$ cat config.mk
export PLATFORM = sky130hd
export DESIGN_NAME = bloom_rule_writer_flat
export DESIGN_NICKNAME = d
export VERILOG_FILES = /design/src/rtl/bloom_pkg.sv /design/src/rtl/bloom_rule_writer_if.sv /design/src/rtl/bloom_hash_mix.sv /design/src/rtl/bloom_rule_writer.sv /design/src/flat_wrapper.sv
export SDC_FILE = /design/constraint.sdc
export NUM_CORES = 1
export LEC_CHECK = 0
export ABC_AREA = 1
export CAP_MARGIN = 10
export CORE_MARGIN = 2
export CORE_UTILIZATION = 35
export CTS_CLUSTER_DIAMETER = 120
export DETAILED_ROUTE_END_ITERATION = 10
export MAX_ROUTING_LAYER = met4
export PLACE_DENSITY = 0.64
export SYNTH_ARGS = -nofsm -noshare
export SYNTH_HDL_FRONTEND = slang
export SYNTH_SLANG_ARGS = --single-unit
$ cat constraint.sdc
create_clock -name clk -period 8.65 [get_ports clk]
set_input_delay 0.865 -clock clk [delete_from_list [all_inputs] [get_ports clk]]
set_output_delay 0.865 -clock clk [all_outputs]
set_load 0.05 [all_outputs]
$ cat src/rtl/bloom_pkg.sv
// Shared types and constants for the Bloom-filter rule writer and its hash mix.
// Optional BLOOM_WR_STATS_EN build adds insert/bit-write counters in the writer.
package bloom_pkg;

  localparam int unsigned IP_W    = 72;
  localparam int unsigned PORT_W  = 16;
  localparam logic [31:0] SEED_STEP = 32'h9E3779B9;
  localparam int unsigned HASH_LAT  = 4;

  localparam int unsigned ROT_1 = 14;
  localparam int unsigned ROT_2 = 11;
  localparam int unsigned ROT_3 = 25;
  localparam int unsigned ROT_4 = 16;

  // Writer FSM encoding
  localparam int unsigned ST_W = 3;
  localparam logic [ST_W-1:0] ST_IDLE  = 3'd0;
  localparam logic [ST_W-1:0] ST_HASH  = 3'd1;
  localparam logic [ST_W-1:0] ST_WRITE = 3'd2;
  localparam logic [ST_W-1:0] ST_CLEAR = 3'd3;
  localparam logic [ST_W-1:0] ST_DONE  = 3'd4;

  typedef struct packed {
    logic [IP_W-1:0]   ip;
    logic [PORT_W-1:0] src;
    logic [PORT_W-1:0] dst;
  } rule_t;

  function automatic logic [31:0] rotl32(input logic [31:0] x, input int unsigned n);
    return (x << n) | (x >> (32 - n));
  endfunction

  function automatic logic [31:0] seed_of(input logic [31:0] base, input logic [31:0] i);
    return base + i * SEED_STEP;
  endfunction

endpackage

$ cat src/rtl/bloom_rule_writer_if.sv
// Rule-load handshake plus arbitrated BRAM write port of the Bloom rule writer.
interface bloom_rule_writer_if
  import bloom_pkg::*;
#(
  parameter int unsigned ADDR_W = 12
) ();

  logic              in_valid;
  logic              in_ready;
  logic [IP_W-1:0]   in_ip_protocol;
  logic [PORT_W-1:0] in_src_port;
  logic [PORT_W-1:0] in_dst_port;
  logic              clear_req;
  logic              busy;
  logic              done;
  logic              bram_we;
  logic [ADDR_W-1:0] bram_addr;
  logic              bram_wdata;
  logic              bram_gnt;

  modport master (
    input  in_valid, in_ip_protocol, in_src_port, in_dst_port, clear_req, bram_gnt,
    output in_ready, busy, done, bram_we, bram_addr, bram_wdata
  );

  modport slave (
    output in_valid, in_ip_protocol, in_src_port, in_dst_port, clear_req, bram_gnt,
    input  in_ready, busy, done, bram_we, bram_addr, bram_wdata
  );

endinterface

$ cat src/rtl/bloom_hash_mix.sv
// Four-cycle seeded 32-bit key mix; shared with the lookup side so addresses match.
module bloom_hash_mix
  import bloom_pkg::*;
(
  input  logic        clk,
  input  logic        rst,
  input  logic        start,
  input  logic [31:0] seed,
  input  logic [31:0] k0,
  input  logic [31:0] k1,
  input  logic [31:0] k2,
  output logic [31:0] hash,
  output logic        valid
);

  logic [31:0]         a_q, b_q, c_q;
  logic [HASH_LAT-1:0] stg_q;
  logic [31:0]         a_ld, b_ld, c_ld;

  always_comb begin
    a_ld = k0 + seed;
    b_ld = k1 + seed;
    c_ld = k2 ^ seed;
  end

  // Load and first round share the start edge; one round per following stage
  always_ff @(posedge clk) begin
    if (rst) begin
      a_q   <= '0;
      b_q   <= '0;
      c_q   <= '0;
      stg_q <= '0;
    end else begin
      stg_q <= {stg_q[HASH_LAT-2:0], start};
      if (start) begin
        a_q <= a_ld;
        b_q <= b_ld;
        c_q <= (c_ld ^ b_ld) - rotl32(b_ld, ROT_1);
      end else begin
        if (stg_q[0]) a_q <= (a_q ^ c_q) - rotl32(c_q, ROT_2);
        if (stg_q[1]) b_q <= (b_q ^ a_q) - rotl32(a_q, ROT_3);
        if (stg_q[2]) c_q <= (c_q ^ b_q) - rotl32(b_q, ROT_4);
      end
    end
  end

  assign hash  = c_q;
  assign valid = stg_q[HASH_LAT-1];

endmodule

$ cat src/rtl/bloom_rule_writer.sv
// Sets NUM_HASH hashed bits per rule tuple in the filter BRAM, or sweeps it to 0.
// Define BLOOM_WR_STATS_EN to build the stat_keys/stat_bits counters.
module bloom_rule_writer
  import bloom_pkg::*;
#(
  parameter int unsigned ADDR_W    = 12,
  parameter int unsigned NUM_HASH  = 3,
  parameter logic [31:0] SEED_BASE = 32'hDEADBEEF
) (
  input  logic                clk,
  input  logic                rst,
  bloom_rule_writer_if.master bus,
  output logic [31:0]         stat_keys,
  output logic [31:0]         stat_bits
);

  localparam int unsigned IDX_W = (NUM_HASH > 1) ? $clog2(NUM_HASH) : 1;
  localparam logic [IDX_W-1:0]  IDX_LAST = IDX_W'(NUM_HASH - 1);
  localparam logic [ADDR_W-1:0] ADDR_LAST = '1;

  logic [ST_W-1:0]   state_q, state_d;
  logic [IDX_W-1:0]  idx_q, idx_d;
  logic [ADDR_W-1:0] cnt_q, cnt_d;
  logic              we_q, we_d;
  logic [ADDR_W-1:0] addr_q, addr_d;
  logic              wdata_q, wdata_d;
  logic              busy_q, done_q;
  rule_t             rule_q, in_rule_c, key_c;
  logic              start_c, cap_c;
  logic [31:0]       seed_c, k2_c, hash_c;
  logic              hash_vld_c;

  assign in_rule_c = '{ip: bus.in_ip_protocol, src: bus.in_src_port, dst: bus.in_dst_port};
  // First hash starts in the handshake cycle, straight from the input bus
  assign key_c  = (state_q == ST_IDLE) ? in_rule_c : rule_q;
  assign k2_c   = {key_c.ip[7:0], 24'h0} ^ {key_c.src, key_c.dst};
  assign seed_c = seed_of(SEED_BASE, 32'(idx_d));

  bloom_hash_mix u_mix (
    .clk   (clk),
    .rst   (rst),
    .start (start_c),
    .seed  (seed_c),
    .k0    (key_c.ip[71:40]),
    .k1    (key_c.ip[39:8]),
    .k2    (k2_c),
    .hash  (hash_c),
    .valid (hash_vld_c)
  );

  always_ff @(posedge clk) begin
    if (rst) state_q <= ST_IDLE;
    else     state_q <= state_d;
  end

  always_comb begin
    state_d = state_q;
    idx_d   = idx_q;
    cnt_d   = cnt_q;
    we_d    = we_q;
    addr_d  = addr_q;
    wdata_d = wdata_q;
    start_c = 1'b0;
    cap_c   = 1'b0;
    case (state_q)
      ST_IDLE: begin
        we_d = 1'b0;
        if (bus.clear_req) begin
          state_d = ST_CLEAR;
          cnt_d   = '0;
          we_d    = 1'b1;
          addr_d  = '0;
          wdata_d = 1'b0;
        end else if (bus.in_valid) begin
          state_d = ST_HASH;
          idx_d   = '0;
          start_c = 1'b1;
          cap_c   = 1'b1;
        end
      end
      ST_HASH: begin
        if (hash_vld_c) begin
          state_d = ST_WRITE;
          we_d    = 1'b1;
          addr_d  = hash_c[ADDR_W-1:0];
          wdata_d = 1'b1;
        end
      end
      ST_WRITE: begin
        if (bus.bram_gnt) begin
          we_d = 1'b0;
          if (idx_q == IDX_LAST) begin
            state_d = ST_DONE;
          end else begin
            idx_d   = idx_q + IDX_W'(1);
            state_d = ST_HASH;
            start_c = 1'b1;
          end
        end
      end
      ST_CLEAR: begin
        if (bus.bram_gnt) begin
          if (cnt_q == ADDR_LAST) begin
            state_d = ST_DONE;
            cnt_d   = '0;
            we_d    = 1'b0;
          end else begin
            cnt_d  = cnt_q + ADDR_W'(1);
            addr_d = cnt_q + ADDR_W'(1);
          end
        end
      end
      ST_DONE: state_d = ST_IDLE;
      default: state_d = ST_IDLE;
    endcase
  end

  // Registered outputs and datapath, all following the next state
  always_ff @(posedge clk) begin
    if (rst) begin
      idx_q   <= '0;
      cnt_q   <= '0;
      we_q    <= 1'b0;
      addr_q  <= '0;
      wdata_q <= 1'b0;
      busy_q  <= 1'b0;
      done_q  <= 1'b0;
      rule_q  <= '0;
    end else begin
      idx_q   <= idx_d;
      cnt_q   <= cnt_d;
      we_q    <= we_d;
      addr_q  <= addr_d;
      wdata_q <= wdata_d;
      busy_q  <= (state_d != ST_IDLE);
      done_q  <= (state_d == ST_DONE);
      if (cap_c) rule_q <= in_rule_c;
    end
  end

  assign bus.in_ready   = (state_q == ST_IDLE) && !bus.clear_req && !rst;
  assign bus.busy       = busy_q;
  assign bus.done       = done_q;
  assign bus.bram_we    = we_q;
  assign bus.bram_addr  = addr_q;
  assign bus.bram_wdata = wdata_q;

`ifdef BLOOM_WR_STATS_EN
  logic [31:0] keys_q, bits_q;
  logic        bit_wr_c, key_done_c, clr_done_c;

  assign bit_wr_c   = (state_q == ST_WRITE) && bus.bram_gnt;
  assign key_done_c = bit_wr_c && (idx_q == IDX_LAST);
  assign clr_done_c = (state_q == ST_CLEAR) && bus.bram_gnt && (cnt_q == ADDR_LAST);

  // Saturating counters, zeroed when a clear completes
  always_ff @(posedge clk) begin
    if (rst || clr_done_c) begin
      keys_q <= '0;
      bits_q <= '0;
    end else begin
      if (bit_wr_c && (bits_q != 32'hFFFF_FFFF))   bits_q <= bits_q + 32'd1;
      if (key_done_c && (keys_q != 32'hFFFF_FFFF)) keys_q <= keys_q + 32'd1;
    end
  end

  assign stat_keys = keys_q;
  assign stat_bits = bits_q;
`else
  assign stat_keys = '0;
  assign stat_bits = '0;
`endif

endmodule

$ cat src/flat_wrapper.sv
// flat-port wrapper written by rule: the top's interface ports become plain ports
module bloom_rule_writer_flat import bloom_pkg::*;
#(
  parameter int unsigned ADDR_W    = 12,
  parameter int unsigned NUM_HASH  = 3,
  parameter logic [31:0] SEED_BASE = 32'hDEADBEEF
)
  (clk, rst, stat_keys, stat_bits, bus_in_valid, bus_in_ip_protocol, bus_in_src_port, bus_in_dst_port, bus_clear_req, bus_bram_gnt, bus_in_ready, bus_busy, bus_done, bus_bram_we, bus_bram_addr, bus_bram_wdata);
  bloom_rule_writer_if #(.ADDR_W(ADDR_W)) bus_i ();
  input  logic clk;
  input  logic rst;
  output logic [31:0] stat_keys;
  output logic [31:0] stat_bits;
  input wire logic [$bits(bus_i.in_valid)-1:0] bus_in_valid;
  input wire logic [$bits(bus_i.in_ip_protocol)-1:0] bus_in_ip_protocol;
  input wire logic [$bits(bus_i.in_src_port)-1:0] bus_in_src_port;
  input wire logic [$bits(bus_i.in_dst_port)-1:0] bus_in_dst_port;
  input wire logic [$bits(bus_i.clear_req)-1:0] bus_clear_req;
  input wire logic [$bits(bus_i.bram_gnt)-1:0] bus_bram_gnt;
  output wire logic [$bits(bus_i.in_ready)-1:0] bus_in_ready;
  output wire logic [$bits(bus_i.busy)-1:0] bus_busy;
  output wire logic [$bits(bus_i.done)-1:0] bus_done;
  output wire logic [$bits(bus_i.bram_we)-1:0] bus_bram_we;
  output wire logic [$bits(bus_i.bram_addr)-1:0] bus_bram_addr;
  output wire logic [$bits(bus_i.bram_wdata)-1:0] bus_bram_wdata;
  assign bus_i.in_valid = bus_in_valid;
  assign bus_i.in_ip_protocol = bus_in_ip_protocol;
  assign bus_i.in_src_port = bus_in_src_port;
  assign bus_i.in_dst_port = bus_in_dst_port;
  assign bus_i.clear_req = bus_clear_req;
  assign bus_i.bram_gnt = bus_bram_gnt;
  assign bus_in_ready = bus_i.in_ready;
  assign bus_busy = bus_i.busy;
  assign bus_done = bus_i.done;
  assign bus_bram_we = bus_i.bram_we;
  assign bus_bram_addr = bus_i.bram_addr;
  assign bus_bram_wdata = bus_i.bram_wdata;
  bloom_rule_writer #(.ADDR_W(ADDR_W), .NUM_HASH(NUM_HASH), .SEED_BASE(SEED_BASE)) u_core (.clk(clk), .rst(rst), .bus(bus_i), .stat_keys(stat_keys), .stat_bits(stat_bits));
endmodule
Yosys cells after proc, flatten, opt, wreduce, memory -nomap -nowiden
Index checks and enable logic that the tools add are counted.
{"block": "word_totals", "ff_bits": 237, "in_bits": 109, "out_inout_bits": 81, "elab_cells": 106}
{"block": "classes", "n_addsub": 9, "n_mul": 1, "eq_ne": 12, "n_mux": 42, "bitwise": 10, "reduce_logical": 17}
{"cell": "$mux W32", "count": 6}
{"cell": "$xor A32 B32 Y32", "count": 6}
{"cell": "$sub A32 B32 Y32", "count": 4}
{"cell": "$mux W104", "count": 1}
{"cell": "$mux W12", "count": 6}
{"cell": "$add A32 B32 Y32", "count": 2}
{"cell": "$pmux W12 S3", "count": 1}
{"cell": "$add A32 B32 Y32 const A", "count": 1}
{"cell": "$mul A2 B32 Y32 const B", "count": 1}
{"cell": "$or A32 B11 Y32", "count": 1}
{"cell": "$or A32 B14 Y32", "count": 1}
{"cell": "$or A32 B16 Y32", "count": 1}
{"cell": "$or A32 B25 Y32", "count": 1}
{"cell": "$pmux W12 S2", "count": 1}
{"cell": "$mux W3", "count": 7}
{"cell": "$add A12 B1 Y12 const B", "count": 1}
{"cell": "$eq A12 B12 Y1 const B", "count": 1}
{"cell": "$pmux W3 S4", "count": 1}
{"cell": "$mux W1", "count": 11}
{"cell": "$ne A2 B2 Y1 const B", "count": 5}
{"cell": "$reduce_and A5 Y1", "count": 2}
{"cell": "$reduce_bool A2 Y1", "count": 5}
{"cell": "$mux W2", "count": 4}
{"cell": "$eq A3 B2 Y1 const B", "count": 2}
{"cell": "other kinds (14)", "count": 19}

Logic depth before layout (Yosys ltp)
Gate-level depths: netlist of the first run.
{"block": "logic_depth", "depth_word": 10, "mapped_depth": 42, "ltp_nobuf": 42}

Modules after synthesis
A second synthesis of the first run with hierarchy kept.
{"block": "unflattened", "cells_unflattened": 3583, "hier_area_um2": 22824.4}
{"mod": "bloom_hash_mix", "instances": 1, "cells_per_inst": 2463, "area_per_inst_um2": 15607.5, "seq_area_each_um2": 2001.9}
{"mod": "bloom_rule_writer", "instances": 1, "cells_per_inst": 1120, "area_per_inst_um2": 7216.9, "seq_area_each_um2": 2742.6}

Worst setup path after synthesis of the first run
OpenSTA, ideal clock, no wires.
{"block": "synth_path", "path_kind": "in2reg", "from": "input bus_bram_gnt", "to": "register u_core.u_mix.c_q[26], in the netlist u_core.u_mix.hash[26]", "setup_ns": 0.117, "t_arrival_ns": 6.063, "t_required_ns": 8.533, "slack_ns": 2.470, "stages": 36, "n_path_buf": 1, "path_cell_list": "inv_1 nand2_1 nand2_1 nand2_2 nand3_4 buf_1 ha_1 inv_2 nand4_1 nand2_1 ha_1 nand2_1 o31ai_1 nand2_1 nand2_4 nand2_2 nand2_4 nand2_1 nand2_1 nand2_1 nand2_2 ha_1 inv_1 fa_1 nand3_1 nand2_1 nand3_1 nand4_1 nand2_1 nand2_1 nand2_1 o21ai_0 a21boi_0 nor2_1 o21ai_0 nor2_1"}
{"block": "synth_between", "elab_chain_len": 8, "word_cells_on_any_way": 13, "classes_between": "add/sub (3); mul (1); mux (5); bitwise (3); reduce/logical (1)"}
{"item": "start, declared", "line_no": "flat_wrapper.sv:19", "text": "input wire logic [$bits(bus_i.bram_gnt)-1:0] bus_bram_gnt;"}
{"item": "$mux W2 (*)", "line_no": "bloom_rule_writer.sv:90", "text": "if (bus.bram_gnt) begin"}
{"item": "$pmux W2 S2 (*)", "line_no": "bloom_rule_writer.sv:65", "text": "case (state_q)"}
{"item": "named net u_core.idx_d[0]", "line_no": "bloom_rule_writer.sv:22", "text": "logic [IDX_W-1:0] idx_q, idx_d;"}
{"item": "$mul A2 B32 Y32 (*)", "line_no": "bloom_pkg.sv:34", "text": "return base + i * SEED_STEP;"}
{"item": "$add A32 B32 Y32 (*)", "line_no": "bloom_pkg.sv:34"}
{"item": "$add A32 B32 Y32 or $xor A32 B32 Y32 (tied branches)", "line_no": "bloom_hash_mix.sv:22, bloom_hash_mix.sv:23"}
{"item": "$xor A32 B32 Y32 or $or A32 B14 Y32 (tied branches)", "line_no": "bloom_hash_mix.sv:38, bloom_pkg.sv:30"}
{"item": "$sub A32 B32 Y32 (*)", "line_no": "bloom_hash_mix.sv:38", "text": "c_q <= (c_ld ^ b_ld) - rotl32(b_ld, ROT_1);"}
{"item": "$mux W32 (*)", "line_no": "bloom_hash_mix.sv:35", "text": "if (start) begin"}
{"item": "end signal, assigned", "line_no": "bloom_hash_mix.sv:38"}
{"item": "end signal, assigned", "line_no": "bloom_hash_mix.sv:42", "text": "if (stg_q[2]) c_q <= (c_q ^ b_q) - rotl32(b_q, ROT_4);"}
{"item": "end, declared", "line_no": "bloom_hash_mix.sv:16", "text": "logic [31:0] a_q, b_q, c_q;"}
Mark *: on every way through the listed nets, which the timed path passes. The rest lies on a longest branch.
A chain may end at the register's enable or synchronous reset.

Worst setup path after layout of the first run
{"block": "layout_path", "from": "register u_core.state_q[1]", "to": "register u_core.u_mix.c_q[26], in the netlist u_core.u_mix.hash[26]"}
{"block": "layout_between", "elab_chain_len": 8, "word_cells_on_any_way": 15, "classes_between": "add/sub (3); mul (1); eq/ne (1); mux (4); bitwise (4); reduce/logical (2)"}
{"item": "start, declared", "line_no": "bloom_rule_writer.sv:21", "text": "logic [ST_W-1:0] state_q, state_d;"}
{"item": "start signal, assigned", "line_no": "bloom_rule_writer.sv:53", "text": "else state_q <= state_d;"}
{"item": "$eq A3 B2 Y1 or $logic_not A3 Y1 (tied branches)", "line_no": "bloom_rule_writer.sv:65"}
{"item": "$pmux W2 S2 (*)", "line_no": "bloom_rule_writer.sv:65"}
{"item": "named net u_core.idx_d[1]", "line_no": "bloom_rule_writer.sv:22"}
{"item": "$mul A2 B32 Y32 (*)", "line_no": "bloom_pkg.sv:34"}
{"item": "$add A32 B32 Y32 (*)", "line_no": "bloom_pkg.sv:34"}
{"item": "$add A32 B32 Y32 or $xor A32 B32 Y32 (tied branches)", "line_no": "bloom_hash_mix.sv:22, bloom_hash_mix.sv:23"}
{"item": "$xor A32 B32 Y32 or $or A32 B14 Y32 (tied branches)", "line_no": "bloom_hash_mix.sv:38, bloom_pkg.sv:30"}
{"item": "$sub A32 B32 Y32 (*)", "line_no": "bloom_hash_mix.sv:38"}
{"item": "$mux W32 (*)", "line_no": "bloom_hash_mix.sv:35"}
Marked as above.

==> impl_metrics.ini, run 1 <==
[synth]
ys_types = 65
synth-seq-area-share = 0.2041
synth_cells = 3646
synth_top_cell_by_area = dfxtp_1
synth_top_cell_area_share = 0.2041
synthTopCellsByArea = dfxtp_1 (20%), nand2_1 (10%), ha_1 (9.8%)
synth_area_um2 = 23250
synth_seq_cells = 237
yosysWarnings = 0
synth_area_per_cell_um2 = 6.376

[setup_path]
ff2ff_path_depth = 41
endpoint = u_core.u_mix.hash[26]
critical_path.reg2reg.endpoint = u_core.u_mix.hash[26]
path_depth = 41
cpMaxStageDelayCell = ha_1
cp.buffers_inverters = 8
crit_fanout = 31
r2r_start = u_core.state_q[1]
cp-startpoint = u_core.state_q[1]
path_common_cell = nand2_1
reg2reg_slack_ns = 1.35
worstSetupPathType = reg -> reg
cp.required_ns = 9.14
arrival_ns = 7.79
cpPeakStageDelay_ns = 0.57
crit_family = simple AND/OR/NAND/NOR gates
startpoint_type = flop
crit_path_end_kind = flop

[place]
placed_cells = 4552
place_congestion = 1.073
post-dp-hpwl_mm = 78.06
port_buffers = 125
dpl-instance-area_um2 = 25090

[detailed_routing]
antenna_left = 0
vias = 24460
drc = 0
drt_iter0_markers = 2436
firstDrtPassIters = 8
routedWlPerCell_um = 20.70
vias_per_cell = 5.315
drt-total-wl_mm = 95.26

[floorplan]
io_pins = 190
rows = 94
die-area_um2 = 68500
die-height_um = 261.7
fp.dieW_um = 261.7
core_area_um2 = 65750
initial_core_util = 0.3536

[grt]
grt.total_usage = 0.2784
antenna_found_initial = 0
grt_max_degree = 106
grt_pass1_wl_mm = 139.4
grt_pass1_vias = 22220
grt-ovfl-total = 0

[sta]
setup_tns_ns = 0
skew_ns = 0.01995
hold_viol = 0
max_slew.worst_pin.slew_ns = 0.9535
fmax_ghz = 0.1370
min_period_ns = 7.300
finalSetupViolCount = 0
finalCritPeriodShare = 0.8439
rsz0062_at_grt = no
slew_viol_final = 0
slew_headroom = 0.3576

[clocking]
cts-buffers-inserted = 29
cts_tree = built
cts-resized-gates = 0
cts_max_path_buffers = 3
cts_sinks = 237
clk_pin_slew_ns = 0.06
insertion_delay_ns = 0.61
htreeDepth = 1
postCtsSetupBuffers = 0
holdBufCountCts = 0
cts-root-buf = clkbuf_16

[cells_and_area]
fin_nets = 4017
synthToLayoutAreaGrowth_pct = 11.76
instances_no_fill = 4603
final_cell_area_um2 = 25980
diodes = 0
drive_gt1_frac = 0.04413

[hold_path]
hp-class = reg -> reg

[power_and_ir_drop]
power_w = 0.01226
p_leak_nw = 12.44
p_per_area_nw_per_um2 = 471.8
ir_drop_uv = 233.0

[status]
status = completed

[flow_run]
cap_violations = 0
[layout by cell type (no fill, tap or decap), types with 8 or more instances in the layout]
master	Yosys	final
o21ai_0	403	403
a221oi_1	16	16
conb_1	1	64
dfxtp_1	237	237
or2_2	18	18
nand4_1	41	41
o21bai_1	15	15
a21o_1	21	21
nand2_1	638	638
xnor2_1	50	50
buf_4	65	23
inv_1	547	545
nor4_1	9	9
a21oi_1	403	403
a31oi_1	28	28
clkbuf_16	0	29
o211ai_1	23	23
a21oi_2	8	8
nor2_1	269	269
o21a_1	14	14
o21ai_1	13	13
clkdlybuf4s50_1	0	124
inv_2	9	11
nand2_2	20	20
xor2_1	185	185
ha_1	183	183
nand3_1	169	169
a211oi_1	16	16
nor3_1	36	36
[kinds of logic after synthesis]
| family | after synthesis | synth area share |
|---|---|---|
| AOI/OAI and AO/OA | 1005 | 0.2383 |
| buffers and inverters | 726 | 0.1292 |
| xor gates and xnor gates | 241 | 0.09273 |
| adders and majority gates | 189 | 0.1037 |
| and+or+nand+nor | 1247 | 0.2319 |
| other | 1 | 0.0001613 |
| DFF | 237 | 0.2041 |
[flip-flops by register name (all words and copies together) (netlist names)]
register and flops:
u_core.state_q 3, u_core.bus.done 1, u_core.bus.bram_addr 12, u_core.bus.bram_we 1, u_core.rule_q 104, u_core.u_mix.stg_q 4, u_core.bus.busy 1, u_core.bus.bram_wdata 1
u_core.u_mix.a_q 32, u_core.idx_q 2, u_core.u_mix.hash 32, u_core.u_mix.b_q 32, u_core.cnt_q 12
[worst min path at each step]
stage                                     start               endpoint  slack, ns  depth (start not counted)
after floorplan                u_core.rule_q[0]       u_core.rule_q[0]       0.42                          2
after global placement        u_core.rule_q[17]      u_core.rule_q[17]       0.43                          2
after detailed placement  u_core.u_mix.stg_q[2]  u_core.u_mix.stg_q[3]       0.44                          2
after CTS                     u_core.rule_q[71]      u_core.rule_q[71]       0.45                          2
after global routing          u_core.rule_q[80]      u_core.rule_q[80]       0.47                          2
final                         u_core.rule_q[17]      u_core.rule_q[17]       0.45                          2
[worst min-delay path: cells and delay by family (launching register included)]
family,cells,cell delay (ns)
buffers and inverters,1,0.05
AOI/OAI and AO/OA,1,0.05
DFF,1,0.30
[synthesized netlist by cell type, drive strengths merged]
cell type and count:
o22ai 7, and2 4, xor2 191, o21a 15, a21o 21, a22oi 4, fa 6, o211a 2
or2 21, and3 5, o41ai 1, nor4 11, inv 556, nand2 665, nand3 178, a21boi 6
xnor2 50, a21oi 411, o21ai 418, o21bai 15, o31ai 5, nand4 41, a2111oi 3, dfxtp 237
nor3 36, buf 90, o221ai 5, nor2 276, o311ai 2, a31o 1, a221oi 16, conb 1
clkbuf 78, nand3b 6, o2111ai 1, a31oi 28, a221o 2, ha 183, nor3b 4, a211oi 16
o211ai 24, a311oi 2, clkinv 2
[metal layers]
layer  global-route usage  vias to the layer above  share of wire
met5                    -                        -              0
met4               0.1089                        0          0.044
met3              0.03038                      165          0.067
met2               0.4225                      941           0.44
met1               0.3773                    11270           0.45
li1                     -                    12090              -
[layout make-up]
type,instances,area [um^2]
Fill cell,7090,39760
Multi-Input combinational cell,2746,15750
Clock inverter,12,88.84
Tap cell,864,1081
Sequential cell,237,4745
Inverter,558,2100
Clock buffer,39,803.3
Timing Repair Buffer,147,1414
[per-stage QoR]
stage	hold slack [ns]	utilization	setup slack, ns
finish	0.4458	0.3952	1.350
global route	0.4667	0.3952	0.6654
CTS	0.4488	0.3952	1.436
detailed placement	0.4385	0.3816	0.9283
global placement	0.4342	0.3816	1.105
floorplan	0.4245	-	2.470
[where the power goes]
group | internal, W | switching, W
logic | 0.00304 | 0.00642
registers | 0.00128 | 0.000343
clock network | 0.000652 | 0.000530
total | 0.00497 | 0.00729
(Power assumes the default switching activity.)
==> inputs of run 2 (changes only) <==
--- a/config.mk
+++ b/config.mk
@@ -12,7 +12,7 @@
 export CTS_CLUSTER_DIAMETER = 120
 export DETAILED_ROUTE_END_ITERATION = 10
 export MAX_ROUTING_LAYER = met4
-export PLACE_DENSITY = 0.64
+export PLACE_DENSITY = 0.66
 export SYNTH_ARGS = -nofsm -noshare
 export SYNTH_HDL_FRONTEND = slang
 export SYNTH_SLANG_ARGS = --single-unit
==> constraint.sdc (replaced) <==
create_clock -name clk -period 6.25 [get_ports clk]
set_input_delay 0.625 -clock clk [delete_from_list [all_inputs] [get_ports clk]]
set_output_delay 0.625 -clock clk [all_outputs]
set_load 0.05 [all_outputs]
==> run 2 against run 1 <==
Clock-buffer cell count is the same. Critical path depth shrank 1. Utilization grew 2.1 points. Critical endpoint is now u_core.u_mix.hash[29]. Largest power group unchanged.
==> impl_metrics.ini, run 2 (synthesis gave the netlist of run 1 again) <==
[status]
status = completed

[clocking]
cts-root-buf = clkbuf_16
cts-buffers-inserted = 29
cts_tree = built
postCtsSetupBuffers = 0
htreeDepth = 1
cts_max_path_buffers = 3
insertion_delay_ns = 0.60
cts_sinks = 237
holdBufCountCts = 0
clk_pin_slew_ns = 0.06

[setup_path]
cpMaxStageDelayCell = ha_1
startpoint_type = flop
arrival_ns = 6.39
crit_path_end_kind = flop
worstSetupPathType = reg -> reg
critical_path.reg2reg.endpoint = u_core.u_mix.hash[29]
r2r_start = u_core.state_q[2]
crit_fanout = 5
reg2reg_slack_ns = 0.40
cp.required_ns = 6.79
path_common_cell = nand2_1
ff2ff_path_depth = 40
cpPeakStageDelay_ns = 0.35

[floorplan]
rows = 94
die-area_um2 = 68500
core_area_um2 = 65750
initial_core_util = 0.3536
fp.dieW_um = 261.7
io_pins = 190
die-height_um = 261.7

[power_and_ir_drop]
internal_power_w = 0.008121
netSwitchingFraction = 0.5581
p_sw_w = 0.01026
seq_power_share = 0.122
p_per_area_nw_per_um2 = 671.4
ir_drop_uv = 359.9
power_w = 0.01838
combPwrFrac = 0.779
p_leak_nw = 13.26
pwr-share-clk = 0.098

[grt]
grt.total_usage = 0.2698
grt_pass1_vias = 22600
grt_max_degree = 109
antenna_found_initial = 1
grt_pass1_wl_mm = 136.6
grt-ovfl-total = 0

[sta]
min_period_ns = 5.851
rsz0062_at_grt = yes
finalSetupViolCount = 0
finalWorstSetupSlack_ns = 0.3987
setup_tns_ns = 0
fin_hold_ws_ns = 0.4493
hold_viol = 0
slew_headroom = 0.2497
fmax_ghz = 0.1709
slew_viol_final = 0
finalCritPeriodShare = 0.9362
skew_ns = 0.01899
max_slew.worst_pin.slew_ns = 1.124

[detailed_routing]
antenna_left = 0
drt_iter0_markers = 2364
firstDrtPassIters = 6
vias_per_cell = 5.298
drc = 0
vias = 25270
drt-total-wl_mm = 92.83
routedWlPerCell_um = 19.46

[cells_and_area]
fill_cells = 7049
drive_gt1_frac = 0.08760
mostFrequentLayoutCells = nand2_1 (638), inv_1 (545), a21oi_1 (400)
final_common_cell = nand2_1
finish.utilization = 0.4163
largest_reg_flops = 104
fin_nets = 4179
largest_register = u_core.rule_q
synthToLayoutAreaGrowth_pct = 17.73

[place]
post-place-ws_ns = -0.05265
port_buffers = 125
place_congestion = 1.081
post-dp-hpwl_mm = 76.10

[hold_path]
holdCritStartpoint = u_core.rule_q[12]
hp-class = reg -> reg
min_to = u_core.rule_q[12]
hold_depth = 2

[flow_run]
cap_violations = 0
-- run 2: cell type report --
class | instances | area, um^2 | share of cell area
Sequential cell | 237 | 4746 | 0.1734
Multi-Input combinational cell | 2746 | 15810 | 0.5777
Clock buffer | 39 | 803.3 | 0.02935
Tap cell | 864 | 1081 | 0.03950
Clock inverter | 15 | 196.4 | 0.007177
Inverter | 558 | 2097 | 0.07661
Timing Repair Buffer | 309 | 2634 | 0.09622
Antenna cell | 1 | 2.502 | 0.00009142
-- run 2: stage by stage --
step / instance area (um^2) / std cells
final: 27370 / 4769
after global routing: 27370 / 4769
after CTS: 27300 / 4768
after detailed placement: 26310 / 4714
after global placement: 26310 / 4714
after floorplan: 23490 / 3709
-- run 2: what timing repair did --
| action | 4_1_cts | 5_1_grt |
|---|---|---|
| gates resized for setup | 0 | 21 |
| endpoints found under the setup margin | 0 | 18 |
| hold endpoints to repair | 0 | 0 |
-- run 2: critical path: cells and delay by family, from the launching register on --
| family | cells | cell delay (ns) |
|---|---|---|
| AO/OA/AOI/OAI | 6 | 1.20 |
| XOR/XNOR | 2 | 0.30 |
| adder cells (fa/ha/maj) | 3 | 1.01 |
| buffers and inverters | 9 | 1.07 |
| flip-flops | 1 | 0.33 |
| AND/OR/NAND/NOR | 20 | 1.88 |
-- run 2: per-layer routing --
metal	global-route usage	vias up	wire, um
met5	-	-	0
met4	0.1507	0	6075
met3	0.02392	224	6394
met2	0.3972	1063	39160
met1	0.3622	11570	41190
li1	-	12410	-
-- run 2: how the worst max path moves through the flow --
stage                      startpoint  slack (ns)  cells past startpoint                     to
finish              u_core.state_q[2]        0.40                     40  u_core.u_mix.hash[29]
global route        u_core.state_q[2]       -0.05                     35  u_core.u_mix.hash[28]
CTS                 u_core.state_q[1]        0.32                     38  u_core.u_mix.hash[29]
detailed placement       bus_bram_gnt       -0.05                     37  u_core.u_mix.hash[29]
global placement         bus_bram_gnt       -0.03                     37  u_core.u_mix.hash[16]
floorplan                bus_bram_gnt        0.31                     36  u_core.u_mix.hash[26]
-- run 2: power by group through the flow --
stage / Combinational (W) / Sequential (W) / Clock (W)
finish: 0.0143 / 0.00224 / 0.00181
global route: 0.0156 / 0.00224 / 0.00190
global placement: 0.0138 / 0.00225 / 0
detailed placement: 0.0138 / 0.00225 / 0
floorplan: 0.00895 / 0.00203 / 0
CTS: 0.0139 / 0.00221 / 0.00183
